### config.mk
export PLATFORM = sky130hd
export DESIGN_NAME = iou_fifo
export DESIGN_NICKNAME = d
export VERILOG_FILES = /design/src/rtl/iou_pkg.sv /design/src/rtl/iou_swx_fifo.sv /design/src/rtl/iou_fifo.sv
export SDC_FILE = /design/constraint.sdc
export NUM_CORES = 1
export LEC_CHECK = 0
export ABC_AREA = 1
export BUFFER_PORTS_ARGS = -buffer_cell sky130_fd_sc_hd__buf_4
export CAP_MARGIN = 20
export CORE_MARGIN = 2
export CORE_UTILIZATION = 50
export CTS_CLUSTER_SIZE = 8
export DETAILED_ROUTE_END_ITERATION = 7
export GPL_TIMING_DRIVEN = 0
export PLACE_DENSITY = 0.69
export SLEW_MARGIN = 40
export SYNTH_ARGS = -nofsm -noshare
export SYNTH_HDL_FRONTEND = slang
export SYNTH_HIERARCHICAL = 1
export SYNTH_SLANG_ARGS = --single-unit
### constraint.sdc
create_clock -name clk -period 5.8 [get_ports clk]
set_input_delay 0 -clock clk [delete_from_list [all_inputs] [get_ports clk]]
set_output_delay 0 -clock clk [all_outputs]
set_load 0.05 [all_outputs]
### src/rtl/iou_pkg.sv
// Shared definitions for the iou_fifo I/O unit: register addresses,
// swx_stat bit positions and the FIFO count-field width helper.
package iou_pkg;

  localparam logic [7:0] ADDR_LED  = 8'h00;
  localparam logic [7:0] ADDR_SWT  = 8'h04;
  localparam logic [7:0] ADDR_RDY  = 8'h08;
  localparam logic [7:0] ADDR_SEG  = 8'h0C;
  localparam logic [7:0] ADDR_STAT = 8'h10;
  localparam logic [7:0] ADDR_SWX  = 8'h14;
  localparam logic [7:0] ADDR_CNT  = 8'h18;

  localparam int unsigned STAT_NEMPTY  = 0;
  localparam int unsigned STAT_FULL    = 1;
  localparam int unsigned STAT_OVF     = 2;
  localparam int unsigned STAT_CNT_LSB = 8;

  // Occupancy counter must represent 0..depth inclusive.
  function automatic int unsigned cnt_width(input int unsigned depth);
    return $clog2(depth) + 1;
  endfunction

endpackage

### src/rtl/iou_swx_fifo.sv
// Synchronous word FIFO for committed switch entries. Push on full and pop on
// empty are ignored; a push at full is accepted when a pop happens in the same cycle.
module iou_swx_fifo
  import iou_pkg::*;
#(
  parameter int unsigned DATA_WIDTH = 32,
  parameter int unsigned FIFO_DEPTH = 4,
  localparam int unsigned CNT_W = cnt_width(FIFO_DEPTH)
) (
  input  logic                  clk,
  input  logic                  rstn,
  input  logic                  push,
  input  logic [DATA_WIDTH-1:0] wdata,
  input  logic                  pop,
  output logic [DATA_WIDTH-1:0] rdata,
  output logic                  full,
  output logic                  empty,
  output logic [CNT_W-1:0]      count
);

  localparam int unsigned PTR_W = $clog2(FIFO_DEPTH);

  logic [DATA_WIDTH-1:0] mem_q [FIFO_DEPTH];
  logic [PTR_W-1:0]      wr_ptr_q, rd_ptr_q;
  logic [CNT_W-1:0]      count_q;
  logic                  push_ok, pop_ok;

  assign empty   = (count_q == '0);
  assign full    = (count_q == CNT_W'(FIFO_DEPTH));
  assign pop_ok  = pop & ~empty;
  assign push_ok = push & (~full | pop_ok);
  assign rdata   = empty ? '0 : mem_q[rd_ptr_q];
  assign count   = count_q;

  // Power-of-2 depth lets the pointers wrap naturally.
  always_ff @(posedge clk or negedge rstn) begin
    if (!rstn) begin
      wr_ptr_q <= '0;
      rd_ptr_q <= '0;
      count_q  <= '0;
      for (int i = 0; i < int'(FIFO_DEPTH); i++) mem_q[i] <= '0;
    end else begin
      if (push_ok) begin
        mem_q[wr_ptr_q] <= wdata;
        wr_ptr_q        <= wr_ptr_q + PTR_W'(1);
      end
      if (pop_ok) rd_ptr_q <= rd_ptr_q + PTR_W'(1);
      if (push_ok && !pop_ok)      count_q <= count_q + CNT_W'(1);
      else if (pop_ok && !push_ok) count_q <= count_q - CNT_W'(1);
    end
  end

endmodule

### src/rtl/iou_fifo.sv
// Memory-mapped switch/LED/counter I/O unit with a queued hex-entry FIFO.
// Define IOU_DEBOUNCE_EN to add per-input debounce filters after the synchroniser.
module iou_fifo
  import iou_pkg::*;
#(
`ifdef IOU_DEBOUNCE_EN
  parameter int unsigned DEBOUNCE_CYCLES = 16,
`endif
  parameter int unsigned DATA_WIDTH = 32,
  parameter int unsigned SW_WIDTH   = 16,
  parameter int unsigned LED_WIDTH  = 16,
  parameter int unsigned FIFO_DEPTH = 4
) (
  input  logic                  clk,
  input  logic                  rstn,
  input  logic [7:0]            io_addr,
  input  logic [DATA_WIDTH-1:0] io_dout,
  output logic [DATA_WIDTH-1:0] io_din,
  input  logic                  io_we,
  input  logic                  io_rd,
  output logic [LED_WIDTH-1:0]  led,
  input  logic [SW_WIDTH-1:0]   sw,
  input  logic                  btnr,
  input  logic                  btnc,
  output logic [DATA_WIDTH-1:0] disp_data,
  output logic                  seg_rdy
);

  localparam int unsigned N_IN  = SW_WIDTH + 2;
  localparam int unsigned CNT_W = cnt_width(FIFO_DEPTH);

  logic [N_IN-1:0] in_raw, sync1_q, sync2_q, lvl, lvl_prev_q, pulse_q;
  logic [SW_WIDTH-1:0] sw_pulse;
  logic btnr_pulse, btnc_pulse, any_pulse;
  logic we_q, rd_q, we_first, rd_first;
  logic [LED_WIDTH-1:0] led_q;
  logic [DATA_WIDTH-1:0] seg_data_q, cnt_q, edit_q, edit_d;
  logic seg_rdy_q, ovf_q, ovf_d;
  logic [3:0] nib;
  logic commit, pop_req, push_acc;
  logic [DATA_WIDTH-1:0] fifo_rdata, stat;
  logic fifo_full, fifo_empty;
  logic [CNT_W-1:0] fifo_count;

  assign in_raw = {btnr, btnc, sw};

  always_ff @(posedge clk or negedge rstn) begin
    if (!rstn) begin
      sync1_q    <= '0;
      sync2_q    <= '0;
      lvl_prev_q <= '0;
      pulse_q    <= '0;
    end else begin
      sync1_q    <= in_raw;
      sync2_q    <= sync1_q;
      lvl_prev_q <= lvl;
      pulse_q    <= lvl & ~lvl_prev_q;
    end
  end

`ifdef IOU_DEBOUNCE_EN
  localparam int unsigned DB_W = $clog2(DEBOUNCE_CYCLES + 1);

  logic [N_IN-1:0] filt_q;
  logic [DB_W-1:0] db_cnt_q [N_IN];

  // Filtered level follows the synchronised input only after it has differed
  // for DEBOUNCE_CYCLES consecutive samples.
  always_ff @(posedge clk or negedge rstn) begin
    if (!rstn) begin
      filt_q <= '0;
      for (int i = 0; i < int'(N_IN); i++) db_cnt_q[i] <= '0;
    end else begin
      for (int i = 0; i < int'(N_IN); i++) begin
        if (sync2_q[i] == filt_q[i]) begin
          db_cnt_q[i] <= '0;
        end else if (db_cnt_q[i] == DB_W'(DEBOUNCE_CYCLES - 1)) begin
          filt_q[i]   <= sync2_q[i];
          db_cnt_q[i] <= '0;
        end else begin
          db_cnt_q[i] <= db_cnt_q[i] + DB_W'(1);
        end
      end
    end
  end

  assign lvl = filt_q;
`else
  assign lvl = sync2_q;
`endif

  assign sw_pulse   = pulse_q[SW_WIDTH-1:0];
  assign btnc_pulse = pulse_q[SW_WIDTH];
  assign btnr_pulse = pulse_q[N_IN-1];
  assign any_pulse  = |pulse_q;

  // Strobes may be held for several cycles; side effects fire on the first one.
  assign we_first = io_we & ~we_q;
  assign rd_first = io_rd & ~rd_q;
  assign pop_req  = rd_first & (io_addr == ADDR_SWX);
  assign push_acc = ~fifo_full | (pop_req & ~fifo_empty);

  always_comb begin
    nib = '0;
    for (int i = int'(SW_WIDTH) - 1; i >= 0; i--) begin
      if (sw_pulse[i]) nib = 4'(i);
    end
  end

  always_comb begin
    edit_d = edit_q;
    commit = 1'b0;
    if (|sw_pulse) begin
      edit_d = {edit_q[DATA_WIDTH-5:0], nib};
    end else if (btnr_pulse) begin
      edit_d = edit_q >> 4;
    end else if (btnc_pulse) begin
      commit = 1'b1;
      if (push_acc) edit_d = '0;
    end
  end

  always_comb begin
    ovf_d = ovf_q;
    if (commit && !push_acc)                          ovf_d = 1'b1;
    else if (rd_first && (io_addr == ADDR_STAT))      ovf_d = 1'b0;
  end

  always_ff @(posedge clk or negedge rstn) begin
    if (!rstn) begin
      we_q       <= 1'b0;
      rd_q       <= 1'b0;
      led_q      <= '0;
      seg_data_q <= '0;
      seg_rdy_q  <= 1'b1;
      cnt_q      <= '0;
      edit_q     <= '0;
      ovf_q      <= 1'b0;
    end else begin
      we_q   <= io_we;
      rd_q   <= io_rd;
      edit_q <= edit_d;
      ovf_q  <= ovf_d;
      if (io_we && (io_addr == ADDR_LED)) led_q <= io_dout[LED_WIDTH-1:0];
      if (we_first && (io_addr == ADDR_SEG)) begin
        seg_data_q <= io_dout;
        seg_rdy_q  <= 1'b0;
      end else if (any_pulse) begin
        seg_rdy_q  <= 1'b1;
      end
      if (io_we && (io_addr == ADDR_CNT)) cnt_q <= io_dout;
      else                                cnt_q <= cnt_q + DATA_WIDTH'(1);
    end
  end

  iou_swx_fifo #(
    .DATA_WIDTH (DATA_WIDTH),
    .FIFO_DEPTH (FIFO_DEPTH)
  ) u_swx_fifo (
    .clk   (clk),
    .rstn  (rstn),
    .push  (commit),
    .wdata (edit_q),
    .pop   (pop_req),
    .rdata (fifo_rdata),
    .full  (fifo_full),
    .empty (fifo_empty),
    .count (fifo_count)
  );

  always_comb begin
    stat                             = '0;
    stat[STAT_NEMPTY]                = ~fifo_empty;
    stat[STAT_FULL]                  = fifo_full;
    stat[STAT_OVF]                   = ovf_q;
    stat[STAT_CNT_LSB +: CNT_W]      = fifo_count;
  end

  always_comb begin
    io_din = '0;
    case (io_addr)
      ADDR_SWT:  io_din = DATA_WIDTH'(in_raw);
      ADDR_RDY:  io_din[0] = seg_rdy_q;
      ADDR_STAT: io_din = stat;
      ADDR_SWX:  io_din = fifo_rdata;
      ADDR_CNT:  io_din = cnt_q;
      default:   io_din = '0;
    endcase
  end

  assign led       = led_q;
  assign seg_rdy   = seg_rdy_q;
  assign disp_data = seg_rdy_q ? edit_q : seg_data_q;

endmodule
# After elaboration in Yosys (flattened, before gate mapping)
# Cells that the tools add are included.
# totals
register_bits	323
inputBits	62
word_cells	109
# classes
add_sub_neg	5
n_lt_le_gt_ge	3
n_eq_ne	7
n_mux	40
bitwise_logic	14
n_reduce_logical	21
# op_table
op	count
32-bit two-way mux	10
128-bit bitwise mux	1
31-bit one-hot mux with 4 select lines	1
32-bit binary-select mux with 2-bit select	1
32-bit demux with 2-bit select	1
4-bit two-way mux	16
32-bit by 1-bit adder with 32-bit output (second input constant)	1
8-bit by 5-bit equality test with 1-bit output (second input constant)	3
18-bit bitwise AND	1
18-bit inverter	1
18-bit OR reduction	1
8-bit by 4-bit equality test with 1-bit output (second input constant)	2
16-bit OR reduction	1
8-bit by 3-bit equality test with 1-bit output (second input constant)	1
1-bit logical AND	8
8-bit logical NOT	1
1-bit two-way mux	7
3-bit >= comparator (second input constant)	2
3-bit two-way mux	2
2-bit inverter with 3-bit output	2
2-bit nonzero test	3
3-bit nonzero test	2
1-bit bitwise AND	5
1-bit one-hot mux with 5 select lines	1
other kinds (10)	16

# Depth between registers and ports, before layout
# logic_depth
depth_word	17
mapped_depth	18
mapped_depth_nobuf	17

# By module
# The synthesis kept the hierarchy.
# by_module_without_submodules
module	n_inst	cells_per_inst	area_per_inst_um2	seq_area_each_um2
iou_fifo	1	929	8280.4	4705.8
iou_swx_fifo	1	900	6829.0	3378.2

# Worst setup path before layout
# OpenSTA, ideal clock, no wires.
# synth_timing
path_type	register to register
start	register pulse_q[14]
end	register u_swx_fifo.count_q[2] (netlist: u_swx_fifo/count[2])
arrival_ps	2766
required_ps	5677
path_slack_ps	2911
path_stages_with_launch	17
synth_period_minus_slack_ps	2889
cell_sequence	dfrtp_1 or2_1 nor4_2 nand2_1 nor2_4 nand2_1 inv_1 buf_4 clkbuf_1 nand2_1 inv_2 ha_1 inv_1 fa_1 nand2_1 nand3_1 xor2_1
# synth_via
elab_chain_len	6
word_cells_on_any_way	8
# synth_rtl
element	line	text
start: declaration	iou_fifo.sv:32	logic [N_IN-1:0] in_raw, sync1_q, sync2_q, lvl, lvl_prev_q, pulse_q;
start signal: assignment	iou_fifo.sv:57	pulse_q <= lvl & ~lvl_prev_q;
16-bit OR reduction *	iou_fifo.sv:113	if (|sw_pulse) begin
1-bit two-way mux *	iou_fifo.sv:113	
via commit	iou_fifo.sv:40	logic commit, pop_req, push_acc;
1-bit bitwise AND *	iou_swx_fifo.sv:31	assign push_ok = push & (~full | pop_ok);
via u_swx_fifo.push_ok	iou_swx_fifo.sv:26	logic push_ok, pop_ok;
1-bit logical NOT	iou_swx_fifo.sv:49	else if (pop_ok && !push_ok) count_q <= count_q - CNT_W'(1);
1-bit logical AND	iou_swx_fifo.sv:49	
2-bit nonzero test (no line)	--	
end signal: assignment	iou_swx_fifo.sv:48	if (push_ok && !pop_ok) count_q <= count_q + CNT_W'(1);
end signal: assignment	iou_swx_fifo.sv:49	
end: declaration	iou_swx_fifo.sv:25	logic [CNT_W-1:0] count_q;
# The timed path passes the listed nets; every way through them passes the cells marked *.
# A chain may end at the register's enable or synchronous reset.

# Worst setup path in the final report
# Ends and elaborated chain as after synthesis.

==> reports/metrics.yaml <==
status: "complete, no violations"
grt_pass1_vias: 13900
avgSynthCellArea_um2: 8.26
critical_path_class: "reg -> reg"
finalMaxSlewViolations: 0
fp.dieW_um: 178
yosysWarnings: 6
worstMarginPinSlew_ns: 0.716
synth_common_cells: "621 x nand2_1, 322 x dfrtp_1, 141 x inv_1, 140 x nand4_1, 135 x o21ai_0"
critPathCaptureType: "flop"
synthTopCellsByArea: "dfrtp_1 53%, nand2_1 15%, nand4_1 5.8%"
grt_first_pass_wirelength_um: 76700
min-delay-path-class: "in -> reg"
rsz0062_at_grt: "no"
fp.dieH_um: 178
antenna_found_initial: 0
synth_flop_cell: "dfrtp_1"
wire_per_inst_um: 20.1
grt_max_degree: 74
timing.max_cap.violations: 0
synthCells: 1829
grtUsageTotal_pct: 31.8
cp_max_fo: 10
cts_buffers: 46
cp.arrival_ns: 4.31
numPortBuffers: 142
cts_setup_buffers: 0
dieArea_mm2: 0.0316
fin_skew_ns: 0.0157
cts_htree_levels: 2
clk_pin_slew_worst_paths_ns: 0.05
dr.pass1.iters: 6
synth-edff-count: 0
fin_util_pct: 62.8
syn_nets: 1898
nNetsFinal: 2153
via_count: 14200
post-dp-hpwl_um: 36200
finalHoldViolCount: 0
antenna_cells: 0
clock-sinks: 323
async_flop_share_pct: 100
clkLatencyLatePin_ns: 0.54
fp.coreArea_mm2: 0.0297
drc: 0
syn-cell-area_mm2: 0.0151
vias_per_cell: 5.70
setup_viol: 0
slew_headroom_pct: 52.2
clock_path_buffers: 3
area_growth_pct: 23.5
num_rows: 63
cp.required_ns: 6.25
drive_above_1_share_pct: 13.4
io_pins: 143
clock-root-buffer: "clkbuf_16"
synth_top_area_share_pct: 53.3
fin_setup_tns_ns: 0
start_kind: "flop"
cts_tree: "done"
ant_nets: 0
power_leakage_nw: 9.34
finalCritPeriodShare_pct: 66.4
synth.distinct_cells: 44
netlist.top_cell.by_area: "dfrtp_1"
first_iter_violations: 1439
grt_overflow: 0
vdd_drop_max_uv: 223
ys_seq_elements: 323
fmax_mhz: 260
start_util_pct: 50.8
gp_congestion: 0.959
wl_um: 49900
fin_crit_ns: 3.85
post-synth-top-count-cell: "nand2_1"
fillers: 2636
yosysSeqAreaShare_pct: 53.5
power_density_mw_per_mm2: 298
==> cell usage in the layout, fill, tap and decap left out, drive strengths merged <==
master	synthesis	final
buf	61	209
xnor2	5	5
dlygate4sd3	0	59
nor3b	1	1
dfstp	1	1
o221ai	21	21
o21ai	165	165
fa	1	1
or2	3	3
nand4	140	140
a22o	2	2
a32o	3	3
a21oi	36	36
ha	6	6
nand2	629	629
inv	147	149
o211ai	11	11
clkbuf	57	114
o311ai	1	1
nor2	108	108
nor3	20	20
nand3	54	54
nor4	3	3
clkinvlp	0	1
dfrtp	322	322
clkinv	2	3
o31ai	1	1
o2111ai	2	2
xor2	22	22
o22ai	5	5
==> metal layers <==
layer / vias to the layer above / GRT usage [%] / share of wire [%]
li1: 6509 / - / -
met1: 6955 / 43.1 / 42
met2: 615 / 51.2 / 47
met3: 97 / 6.02 / 7.9
met4: 0 / 11.5 / 3.3
met5: - / 0 / 0
==> cell type report <==
type                    count  area, µm²  area share [%]
inverters                 149        559            3.00
well taps                 390        488            2.61
clock buffers              57       1190            6.39
multi-input cells        1239       5940            31.8
flip-flops and latches    323       8080            43.3
repair buffers            207       1830            9.80
clock inverters             4       41.3           0.221
plain buffers             118        529            2.84
==> registers in the layout, summed over array words and instances, names as in the netlist, 3 cells and up <==
| name | cells |
|---|---|
| cnt_q | 32 |
| edit_q | 32 |
| led | 16 |
| lvl | 18 |
| lvl_prev_q | 18 |
| pulse_q | 18 |
| seg_data_q | 32 |
| sync1_q | 18 |
| u_swx_fifo/count | 3 |
| u_swx_fifo/mem_q | 128 |
==> timing repair <==
item,4_1_cts,5_1_grt
gates resized for setup,0,0
endpoints found under the setup margin,0,0
endpoints found under the hold margin,265,0
hold buffers,60,0
==> critical path, cell delays in order (launching register included) <==
cell and delay (ns):
dfrtp_1 0.37, or2_1 0.27, nor4_2 0.49, nand2_1 0.25, nor2_4 0.26, nand2_1 0.12, inv_1 0.08, buf_4 0.18
clkbuf_1 0.42, nand2_1 0.18, inv_2 0.14, ha_1 0.17, inv_1 0.07, fa_1 0.39, inv_1 0.08, nand2_1 0.05
nand3_1 0.08, xor2_1 0.17
==> metrics by stage <==
step	total power [mW]	cell area, µm²	cells	setup slack (ns)	hold WS (ns)
global placement	3.15	16700	2361	1.73	0.120
CTS	5.58	18700	2487	2.04	0.0421
global route	5.76	18700	2487	1.72	0.0746
detailed placement	3.17	16800	2366	2.06	-0.0461
finish	5.57	18700	2487	1.95	0.0634
floorplan	2.87	15100	1829	2.91	-0.296
==> report_power, final <==
part / total, mW / switching (mW) / leakage (nW) / internal (mW)
clock: 2.38 / 0.960 / 0.596 / 1.42
combinational: 0.682 / 0.460 / 4.49 / 0.222
sequential: 2.50 / 0.134 / 4.26 / 2.37
total: 5.57 / 1.55 / 9.34 / 4.01
==> logic make-up (layout without fill, tap and decap cells) <==
family          after synthesis  after routing  synth area share (%)
simple gates                958            958                  27.8
flops                       323            323                  53.5
buf+inv                     267            535                  7.20
compound gates              247            247                  9.25
xor+xnor                     27             27                  1.57
fa+ha+maj                     7              7                 0.629
==> worst paths after layout <==
| path | start | end | slack, ns | cells after the start |
|---|---|---|---|---|
| min | io_addr[3] | ovf_q | 0.06 | 5 |
| max in group asynchronous | rstn | cnt_q[25] | 4.28 | 6 |
| max reg2reg | pulse_q[14] | u_swx_fifo/count[2] | 1.95 | 17 |
| min in group asynchronous | rstn | u_swx_fifo/mem_q[121] | 0.42 | 3 |
| min reg2reg | sync1_q[14] | lvl[14] | 0.34 | 0 |
| max | pulse_q[14] | u_swx_fifo/count[2] | 1.95 | 17 |
No activity file was read; power rests on OpenSTA's default activity.
